## src/rtl/video_output.sv

```systemverilog
`default_nettype none
// video_output: raster timing generator; registers RGB/DE/HS/VS one cycle after pixel_rgb.
// Optional white one-pixel frame border enabled by defining VIDEO_OUTPUT_BORDER_EN.
module video_output #(
  parameter int WIDTH   = 400,
  parameter int HEIGHT  = 512,
  parameter int H_FRONT = 16,
  parameter int H_SYNC  = 8,
  parameter int H_BACK  = 32,
  parameter int V_FRONT = 4,
  parameter int V_SYNC  = 2,
  parameter int V_BACK  = 8
) (
  input  logic        pixel_clock,
  input  logic        reset_n,
  input  logic [23:0] pixel_rgb,
  output logic [9:0]  x_pos,
  output logic [9:0]  y_pos,
  output logic [23:0] video_rgb,
  output logic        video_de,
  output logic        video_hs,
  output logic        video_vs
);

  localparam int H_TOTAL = WIDTH + H_FRONT + H_SYNC + H_BACK;
  localparam int V_TOTAL = HEIGHT + V_FRONT + V_SYNC + V_BACK;

  localparam logic [9:0] H_LAST      = 10'(H_TOTAL - 1);
  localparam logic [9:0] V_LAST      = 10'(V_TOTAL - 1);
  localparam logic [9:0] H_ACT       = 10'(WIDTH);
  localparam logic [9:0] V_ACT       = 10'(HEIGHT);
  localparam logic [9:0] H_SYNC_POS  = 10'(WIDTH + H_FRONT);
  localparam logic [9:0] V_SYNC_LINE = 10'(HEIGHT + V_FRONT);

  logic [9:0]  h_count_q, h_count_d;
  logic [9:0]  v_count_q, v_count_d;
  logic [23:0] rgb_q, rgb_d;
  logic        de_q, de_d;
  logic        hs_q, hs_d;
  logic        vs_q, vs_d;
  logic        active;

  assign active = (h_count_q < H_ACT) && (v_count_q < V_ACT);

`ifdef VIDEO_OUTPUT_BORDER_EN
  localparam logic [9:0] H_RIGHT  = 10'(WIDTH - 1);
  localparam logic [9:0] V_BOTTOM = 10'(HEIGHT - 1);
  logic on_border;
  assign on_border = (h_count_q == 10'd0) || (h_count_q == H_RIGHT) ||
                     (v_count_q == 10'd0) || (v_count_q == V_BOTTOM);
`endif

  always_comb begin
    h_count_d = h_count_q + 10'd1;
    v_count_d = v_count_q;
    if (h_count_q == H_LAST) begin
      h_count_d = 10'd0;
      v_count_d = (v_count_q == V_LAST) ? 10'd0 : v_count_q + 10'd1;
    end

    // Sync pulses are decoded from the current count, so they land one cycle later like the pixel data.
    de_d  = active;
    hs_d  = (h_count_q == H_SYNC_POS);
    vs_d  = hs_d && (v_count_q == V_SYNC_LINE);
    rgb_d = 24'h0;
    if (active) begin
`ifdef VIDEO_OUTPUT_BORDER_EN
      rgb_d = on_border ? 24'hFFFFFF : pixel_rgb;
`else
      rgb_d = pixel_rgb;
`endif
    end
  end

  always_ff @(posedge pixel_clock or negedge reset_n) begin
    if (!reset_n) begin
      h_count_q <= 10'd0;
      v_count_q <= 10'd0;
      rgb_q     <= 24'h0;
      de_q      <= 1'b0;
      hs_q      <= 1'b0;
      vs_q      <= 1'b0;
    end else begin
      h_count_q <= h_count_d;
      v_count_q <= v_count_d;
      rgb_q     <= rgb_d;
      de_q      <= de_d;
      hs_q      <= hs_d;
      vs_q      <= vs_d;
    end
  end

  assign x_pos     = h_count_q;
  assign y_pos     = v_count_q;
  assign video_rgb = rgb_q;
  assign video_de  = de_q;
  assign video_hs  = hs_q;
  assign video_vs  = vs_q;

endmodule
`default_nettype wire

```

## config.mk

```make
export PLATFORM = sky130hd
export DESIGN_NAME = video_output
export DESIGN_NICKNAME = d
export VERILOG_FILES = /design/src/rtl/video_output.sv
export SDC_FILE = /design/constraint.sdc
export NUM_CORES = 1
export LEC_CHECK = 0
export BUFFER_PORTS_ARGS = -buffer_cell sky130_fd_sc_hd__buf_2
export CORE_AREA = 2 2 92 50
export CTS_BUF_LIST = sky130_fd_sc_hd__clkbuf_4 sky130_fd_sc_hd__clkbuf_8
export DETAILED_ROUTE_END_ITERATION = 8
export DIE_AREA = 0 0 94 52
export PLACE_DENSITY = 0.86
export SLEW_MARGIN = 20
export SYNTH_ARGS = -nofsm -noshare
export SYNTH_HDL_FRONTEND = slang
export SYNTH_SLANG_ARGS = --single-unit
export TNS_END_PERCENT = 20
```

## constraint.sdc

```tcl
create_clock -name pixel_clock -period 1.7 [get_ports pixel_clock]
set_input_delay 0.085 -clock pixel_clock [delete_from_list [all_inputs] [get_ports pixel_clock]]
set_output_delay 0.085 -clock pixel_clock [all_outputs]
set_load 0.005 [all_outputs]
```

Word level (Yosys, flattened, before mapping)
Cells that the tools add are included.
Widths: inputs -> output; s select.
{"block": "totals", "register_bits": 47, "latch_bits": 0, "mem_bits_rw": 0, "rom_bits": 0, "inputBits": 26, "output_inout_bits": 47, "elab_cells": 19, "memories": 0}
{"block": "classes", "add_sub_neg": 2, "n_mul": 0, "div_mod_pow": 0, "order_cmp": 2, "n_eq_ne": 4, "shift": 0, "n_mux": 3, "bitwise": 0, "n_reduce_logical": 2}
{"op": "$mux 24", "n": 1}
{"op": "$add 10x1->10 const B", "n": 2}
{"op": "$eq 10x10->1 const B", "n": 2}
{"op": "$eq 10x9->1 const B", "n": 2}
{"op": "$mux 10", "n": 2}
{"op": "$lt 10x10->1 const B", "n": 1}
{"op": "$lt 10x9->1 const B", "n": 1}
{"op": "$logic_and 1x1->1", "n": 2}

Logic depth before layout (Yosys ltp)
Gate-level depths: netlist of run 1.
{"block": "depth", "word_depth": 3, "depth_mapped": 7, "mapped_depth_nobuf": 6}

Worst setup path after synthesis of run 1
Ideal clock, no wire load.
{"block": "synth_timing", "kind": "register to register", "start": "register h_count_q[0], in the netlist x_pos[0]", "end": "register v_count_q[4], in the netlist y_pos[4]", "setup_time_ns": 0.122, "arrival_time_ns": 1.490, "t_required_ns": 1.578, "slack_ns": 0.089, "path_stages_with_launch": 7, "path_buffers": 2, "cell_sequence": "dfrtp_1 ha_1 and4b_1 and3b_1 buf_6 buf_6 a32o_1"}
{"block": "synth_via", "elab_chain_cells": 1}
{"item": "start: declaration", "line_no": "35", "rtl": "logic [9:0] h_count_q, h_count_d;"}
{"item": "start signal: assignment", "line_no": "84", "rtl": "h_count_q <= h_count_d;"}
{"item": "$eq 10x9->1", "line_no": "56", "rtl": "if (h_count_q == H_LAST) begin"}
{"item": "end signal: assignment", "line_no": "85", "rtl": "v_count_q <= v_count_d;"}
{"item": "end: declaration", "line_no": "36", "rtl": "logic [9:0] v_count_q, v_count_d;"}
Every way passes these cells.
A chain may end at the register's enable or synchronous reset.

Final worst setup path of run 1
Same ends and word-level chain as after synthesis.

==> reports/results.tsv, run 1 <==
stage	metric	value	unit
clock_network	root_buffer	clkbuf_8	
global_routing	grt_overflow	0	
critical_path	path_class	register to register	
logic_synthesis	avgSynthCellArea	12.0	um2
timing	worst_pin_slew	0.550	ns
finish	antennaDiodeCount	0	
critical_path	critPathRequiredTime	1.88	ns
global_routing	met3_usage	5.94	%
drt	ant_nets	0	
power	pwr-share-comb	6.9	%
logic_synthesis	synthFlopType	dfrtp_1	
clock_network	insertion_delay	0.29	ns
drt	first_pass_iters	4	
logic_synthesis	syn_inst	166	
finish	final_cells	330	
placed_design	dp_hpwl	3170	um
timing	tns	0	ns
power	power_density	745	mW/mm2
drt	avgViaCountPerCell	4.85	
global_routing	met1_usage	28.0	%
clock_network	h-tree-depth	2	
run	cap_violations	0	
logic_synthesis	seq_area_frac_synth	59.3	%
floorplanning	die_area	0.00489	mm2
power	internal_power	0.00166	W
power	leakage	1.38	nW
critical_path	critical-path-top-delay-family	simple AND/OR/NAND/NOR gates	
placed_design	finalWeightedCongestion	0.884	
clock_network	clock-sinks	47	
placed_design	dp.cells	304	
floorplanning	die_x	94	um
critical_path	crit_slowest_cell	dfrtp_1	
clock_network	cts-buffers-inserted	5	
logic_synthesis	yosys_warnings	0	
global_routing	grt_pass1_wl	6910	um
timing	fin_crit	1.59	ns
timing	relSlewSlack	63.4	%
placed_design	portBuffers	72	
logic_synthesis	synth.distinct_cells	38	
floorplanning	start_util	47.8	%
global_routing	grt_max_degree	26	
clock_network	path_clk_slew	0.09	ns
critical_path	critPathArrivalTime	1.77	ns
logic_synthesis	ys_ff_latch	47	
logic_synthesis	synth_nets	197	
critical_path	slowest_delay	0.42	ns
timing	hold_viol_final	0	
critical_path	path_cells	ha_1 > and4b_1 > and3b_2 > buf_4 > a32o_1	
global_routing	grt_pass1_vias	1408	
timing	setup_viol	0	
finish	drive_gt1_share	38.5	%
floorplanning	core.rowCount	17	
timing	finClkSkew	0.00669	ns
timing	max_freq	0.630	GHz
logic_synthesis	syn_area	0.00198	mm2
critical_path	r2r_slack	0.11	ns
finish	nNetsFinal	304	
floorplanning	dieHeight	52	um
global_routing	grt_antenna_before_repair	0	
worst_hold_path	hp-class	input port to register	
finish	fillers	315	
finish	post-route-util	67.3	%
clock_network	cts_tree	yes	
critical_path	critPathLaunchType	register	
drt	num_vias	1602	
critical_path	crit_buf_inv	1	
power	vdd_drop_max	349	uV
critical_path	crit_path_end_kind	register	
timing	period_share	93.4	%
drt	routed_wl	4700	um
floorplanning	core	0.00415	mm2
critical_path	path_max_fanout	7	
timing	slew_viol_final	0	
global_routing	grt_usage	19.1	%
power	switchingPower	0.000420	W
logic_synthesis	synthArstFlopShare	100	%
clock_network	cts_buffer_depth	2	
power	pwr-share-clk	37.7	%
drt	drt_iter0_markers	71	
power	switching_share	20.2	%
global_routing	gr-usage-met2	27.6	%
outcome	outcome	finished, final reports clean	
power	p_seq_share	55.4	%
drt	drc	0	
global_routing	grt_busiest_layer	met1	
floorplanning	ioPinCount	73	
finish	area_growth	40.6	%
logic_synthesis	synth_edf_count	0	
drt	wire_per_inst	14.3	um
timing	rsz0062_at_grt	false	
## power groups by stage
stage | clock (W) | combinational (W) | sequential (W)
4_1_cts | 0.000810 | 0.000128 | 0.00115
2_1_floorplan | 0 | 0.0000182 | 0.00118
5_1_grt | 0.000857 | 0.000158 | 0.00116
3_5_place_dp | 0 | 0.000110 | 0.00117
3_3_place_gp | 0 | 0.000107 | 0.00117
6_report | 0.000784 | 0.000142 | 0.00115
## metal layers
metal | vias to the layer above | share of wire (%)
met1 | 760 | 46
li1 | 773 | -
met5 | - | 0
met2 | 65 | 46
met3 | 4 | 7.3
met4 | 0 | 0.83
## per-stage QoR
stage | hold slack [ns] | total power, W | setup slack [ns] | area, um2
floorplan | -0.211 | 0.00120 | 0.0886 | 1980
global placement | 0.104 | 0.00128 | 0.169 | 2490
detailed placement | 0.102 | 0.00128 | 0.0984 | 2490
CTS | 0.000415 | 0.00209 | 0.0620 | 2700
global route | -0.00140 | 0.00217 | 0.0139 | 2790
finish | 0.0124 | 0.00208 | 0.112 | 2790
## layout make-up
type | instances | area (um2) | area share [%]
sequential | 47 | 1180 | 42.2
multi-input combinational | 108 | 752 | 27.0
inverter | 7 | 26.3 | 0.942
timing repair buffer | 104 | 658 | 23.6
clock inverter | 2 | 37.5 | 1.35
clock buffer | 5 | 68.8 | 2.47
tap | 57 | 71.3 | 2.56
## timing repair
action | 4_1_cts | 5_1_grt
hold endpoints to repair | 33 | 8
resized for setup | 0 | 1
setup endpoints to repair | 0 | 3
hold buffers | 10 | 8
setup buffers | 0 | 1
## Yosys cell counts, types with 4 or more instances
library cell	number	area, um2
dfrtp_1	47	1180
and2_1	25	156
nand2_1	9	33.8
nand3_1	8	40.0
inv_1	7	26.3
nor2_1	7	26.3
o21ai_0	6	30.0
ha_1	5	62.6
xnor2_1	5	43.8
and3_1	4	25.0
## state kept, by name (all words and copies together) (netlist names)
name,cells
video_vs,1
video_hs,1
video_rgb,24
y_pos,10
x_pos,10
video_de,1
## cell families (layout without fill, tap and decap cells)
logic type | count (synthesis) | after routing | share of synthesized area (%)
AO/OA/AOI/OAI | 19 | 19 | 5.99
XOR/XNOR | 9 | 9 | 4.35
adder cells (fa/ha/maj) | 5 | 5 | 3.15
buffers and inverters | 11 | 118 | 2.90
flip-flops | 47 | 47 | 59.3
AND/OR/NAND/NOR | 75 | 75 | 24.3
## worst reg2reg max path: stages, from the launching register on
cell and delay (ns):
dfrtp_1 0.42, ha_1 0.22, and4b_1 0.21, and3b_2 0.24, buf_4 0.16, a32o_1 0.22
## cells in the final DEF, fill, tap and decap left out, types with 2 or more instances in the layout
cell type	netlist	layout
and2_1	25	25
clkbuf_8	0	5
o21ai_1	3	3
dlygate4sd3_1	0	18
nand2_1	9	9
inv_1	7	7
buf_2	1	72
and3_1	4	4
or3_1	3	3
nor3_1	2	2
dfrtp_1	47	47
xor2_1	3	3
a31oi_1	2	2
buf_4	0	13
ha_1	5	5
nor2_1	7	7
nand3_1	8	8
a21oi_1	3	3
nand4_1	3	3
xnor2_1	5	5
nor2b_1	2	2
nor3_2	2	2
o21ai_0	6	6
## worst paths after layout
path,from,cells past startpoint,to
worst max register to register,x_pos[0],5,y_pos[4]
min in group asynchronous,reset_n,2,video_de
worst min register to register,y_pos[7],1,y_pos[7]
max in group asynchronous,reset_n,3,y_pos[0]
worst max-delay path,x_pos[0],5,y_pos[4]
worst min-delay path,pixel_rgb[17],2,video_rgb[17]
No activity file was read; power rests on OpenSTA's default activity.
==> run 2, diff against run 1 <==
==> constraint.sdc (replaced) <==
create_clock -name pixel_clock -period 1.7 [get_ports pixel_clock]
set_input_delay 0.425 -clock pixel_clock [delete_from_list [all_inputs] [get_ports pixel_clock]]
set_output_delay 0.425 -clock pixel_clock [all_outputs]
set_load 0.005 [all_outputs]
==> run 2 against run 1 <==
- flip-flop and latch count did not move
- utilization fell by 5.5 points
- worst setup slack improved by 0.023 ns
- critical endpoint unchanged
- clock power fell by 20%
==> reports/results.tsv, run 2 (synthesis gave the netlist of run 1 again) <==
stage	metric	value	unit
outcome	outcome	finished, final reports clean	
power	switching_share	21.3	%
power	p_seq_share	61.1	%
floorplanning	core	0.00415	mm2
clock_network	path_clk_slew	0.08	ns
timing	rsz0062_at_grt	false	
finish	drive_gt1_share	40.1	%
clock_network	cts_tree	yes	
timing	max_freq	0.639	GHz
critical_path	path_cells	ha_1 > and4b_1 > and3b_1 > buf_4 > a32o_1	
critical_path	slowest_delay	0.42	ns
global_routing	grt_overflow	0	
power	power_density	735	mW/mm2
timing	tns	0	ns
timing	hold_viol_final	0	
clock_network	root_buffer	clkbuf_8	
power	pwr-share-clk	33.2	%
critical_path	critPathArrivalTime	1.75	ns
floorplanning	dieHeight	52	um
timing	slew_viol_final	0	
critical_path	r2r_end	y_pos[4]	
power	internal_power	0.00148	W
finish	post-route-util	61.8	%
floorplanning	die_area	0.00489	mm2
clock_network	clock-sinks	47	
timing	fin_crit	1.57	ns
floorplanning	core.rowCount	17	
worst_hold_path	hp-class	input port to asynchronous set/reset pin	
critical_path	path_max_fanout	10	
placed_design	finalWeightedCongestion	0.854	
critical_path	reg2reg_from	x_pos[0]	
drt	first_pass_iters	4	
run	cap_violations	0	
floorplanning	start_util	47.8	%
critical_path	critical-path-top-delay-family	flip-flops	
finish	layout_common_cells	buf_2 (72), dfrtp_1 (47), and2_1 (25)	
critical_path	crit_path_end_kind	register	
timing	worst_pin_slew	0.435	ns
finish	antennaDiodeCount	0	
clock_network	cts_buffer_depth	2	
finish	nNetsFinal	283	
drt	drt_iter0_markers	30	
global_routing	grt_pass1_wl	6620	um
timing	setup_viol	0	
power	leakage	1.29	nW
drt	drc	0	
floorplanning	ioPinCount	73	
finish	largest_reg_flops	24	
drt	routed_wl	4130	um
power	pwr-share-comb	5.6	%
global_routing	grt_max_degree	30	
clock_network	cts.repair.resized	0	
critical_path	crit_buf_inv	1	
drt	num_vias	1518	
critical_path	r2r_slack	0.13	ns
critical_path	path_class	register to register	
critical_path	critPathLaunchType	register	
global_routing	grt_usage	18.2	%
drt	avgViaCountPerCell	4.91	
clock_network	post-cts-setup-buffer-count	0	
clock_network	postCtsHoldBufs	0	
global_routing	grt_pass1_vias	1369	
floorplanning	die_x	94	um
drt	ant_nets	0	
power	p_total	0.00188	W
drt	wire_per_inst	13.4	um
clock_network	insertion_delay	0.29	ns
power	switchingPower	0.000401	W
critical_path	critPathRequiredTime	1.88	ns
global_routing	grt_antenna_before_repair	0	
finish	area_growth	29.1	%
timing	whs	0.0615	ns
placed_design	dp_hpwl	3100	um
power	vdd_drop_max	597	uV
timing	relSlewSlack	71.0	%
critical_path	crit_slowest_cell	dfrtp_1	
timing	finClkSkew	0.00279	ns
clock_network	cts-buffers-inserted	5	
clock_network	h-tree-depth	2	
critical_path	r2r_cells	5	
finish	fillers	341	
placed_design	portBuffers	72	
timing	period_share	92.1	%
finish	mostFrequentLayoutCell	buf_2	
run 2: cell count changes in the layout (fill, tap and decap cells not counted), sizes merged:
cell         previous run  this run
dlygate4sd3            18         0
buf                    86        83
clkinvlp                1         0
clkinv                  0         2
bufinv                  1         0
run 2: cell type report:
type / instances / area [um2] / share of cell area, %
clock inverters: 2 / 13.8 / 0.537
inverters: 7 / 26.3 / 1.03
clock buffers: 5 / 68.8 / 2.69
repair buffers: 83 / 455 / 17.8
multi-input cells: 108 / 751 / 29.3
well taps: 57 / 71.3 / 2.78
flip-flops and latches: 47 / 1180 / 45.9
run 2: worst max-delay path by stage:
stage	startpoint	end	slack, ns	depth (start not counted)
after floorplan	x_pos[0]	y_pos[4]	0.09	6
after global placement	x_pos[0]	y_pos[7]	0.17	6
after detailed placement	x_pos[0]	y_pos[7]	0.13	6
after CTS	x_pos[0]	y_pos[9]	0.11	5
after global routing	x_pos[0]	y_pos[7]	0.0005	6
final	x_pos[0]	y_pos[4]	0.13	5
run 2: routing by layer:
| metal | vias up | global-route usage [%] | share of wire (%) |
|---|---|---|---|
| met2 | 66 | 25.8 | 41 |
| met4 | 0 | 5.07 | 0.53 |
| met1 | 720 | 26.4 | 50 |
| met3 | 2 | 6.52 | 8.2 |
| met5 | - | 0 | 0 |
| li1 | 730 | - | - |
run 2: power by group through the flow:
stage	logic [W]	clock network (W)	registers (W)
after floorplan	0.0000182	0	0.00118
after global placement	0.000107	0	0.00117
after detailed placement	0.000109	0	0.00118
after CTS	0.000110	0.000653	0.00115
after global routing	0.000121	0.000708	0.00115
final	0.000106	0.000626	0.00115
run 2: stage by stage:
step                instance area [um2]  setup WS, ns  std cells
detailed placement                 2470         0.130        301
finish                             2560         0.135        309
global route                       2560      0.000525        309
floorplan                          1980        0.0886        166
CTS                                2550         0.110        308
global placement                   2470         0.175        301
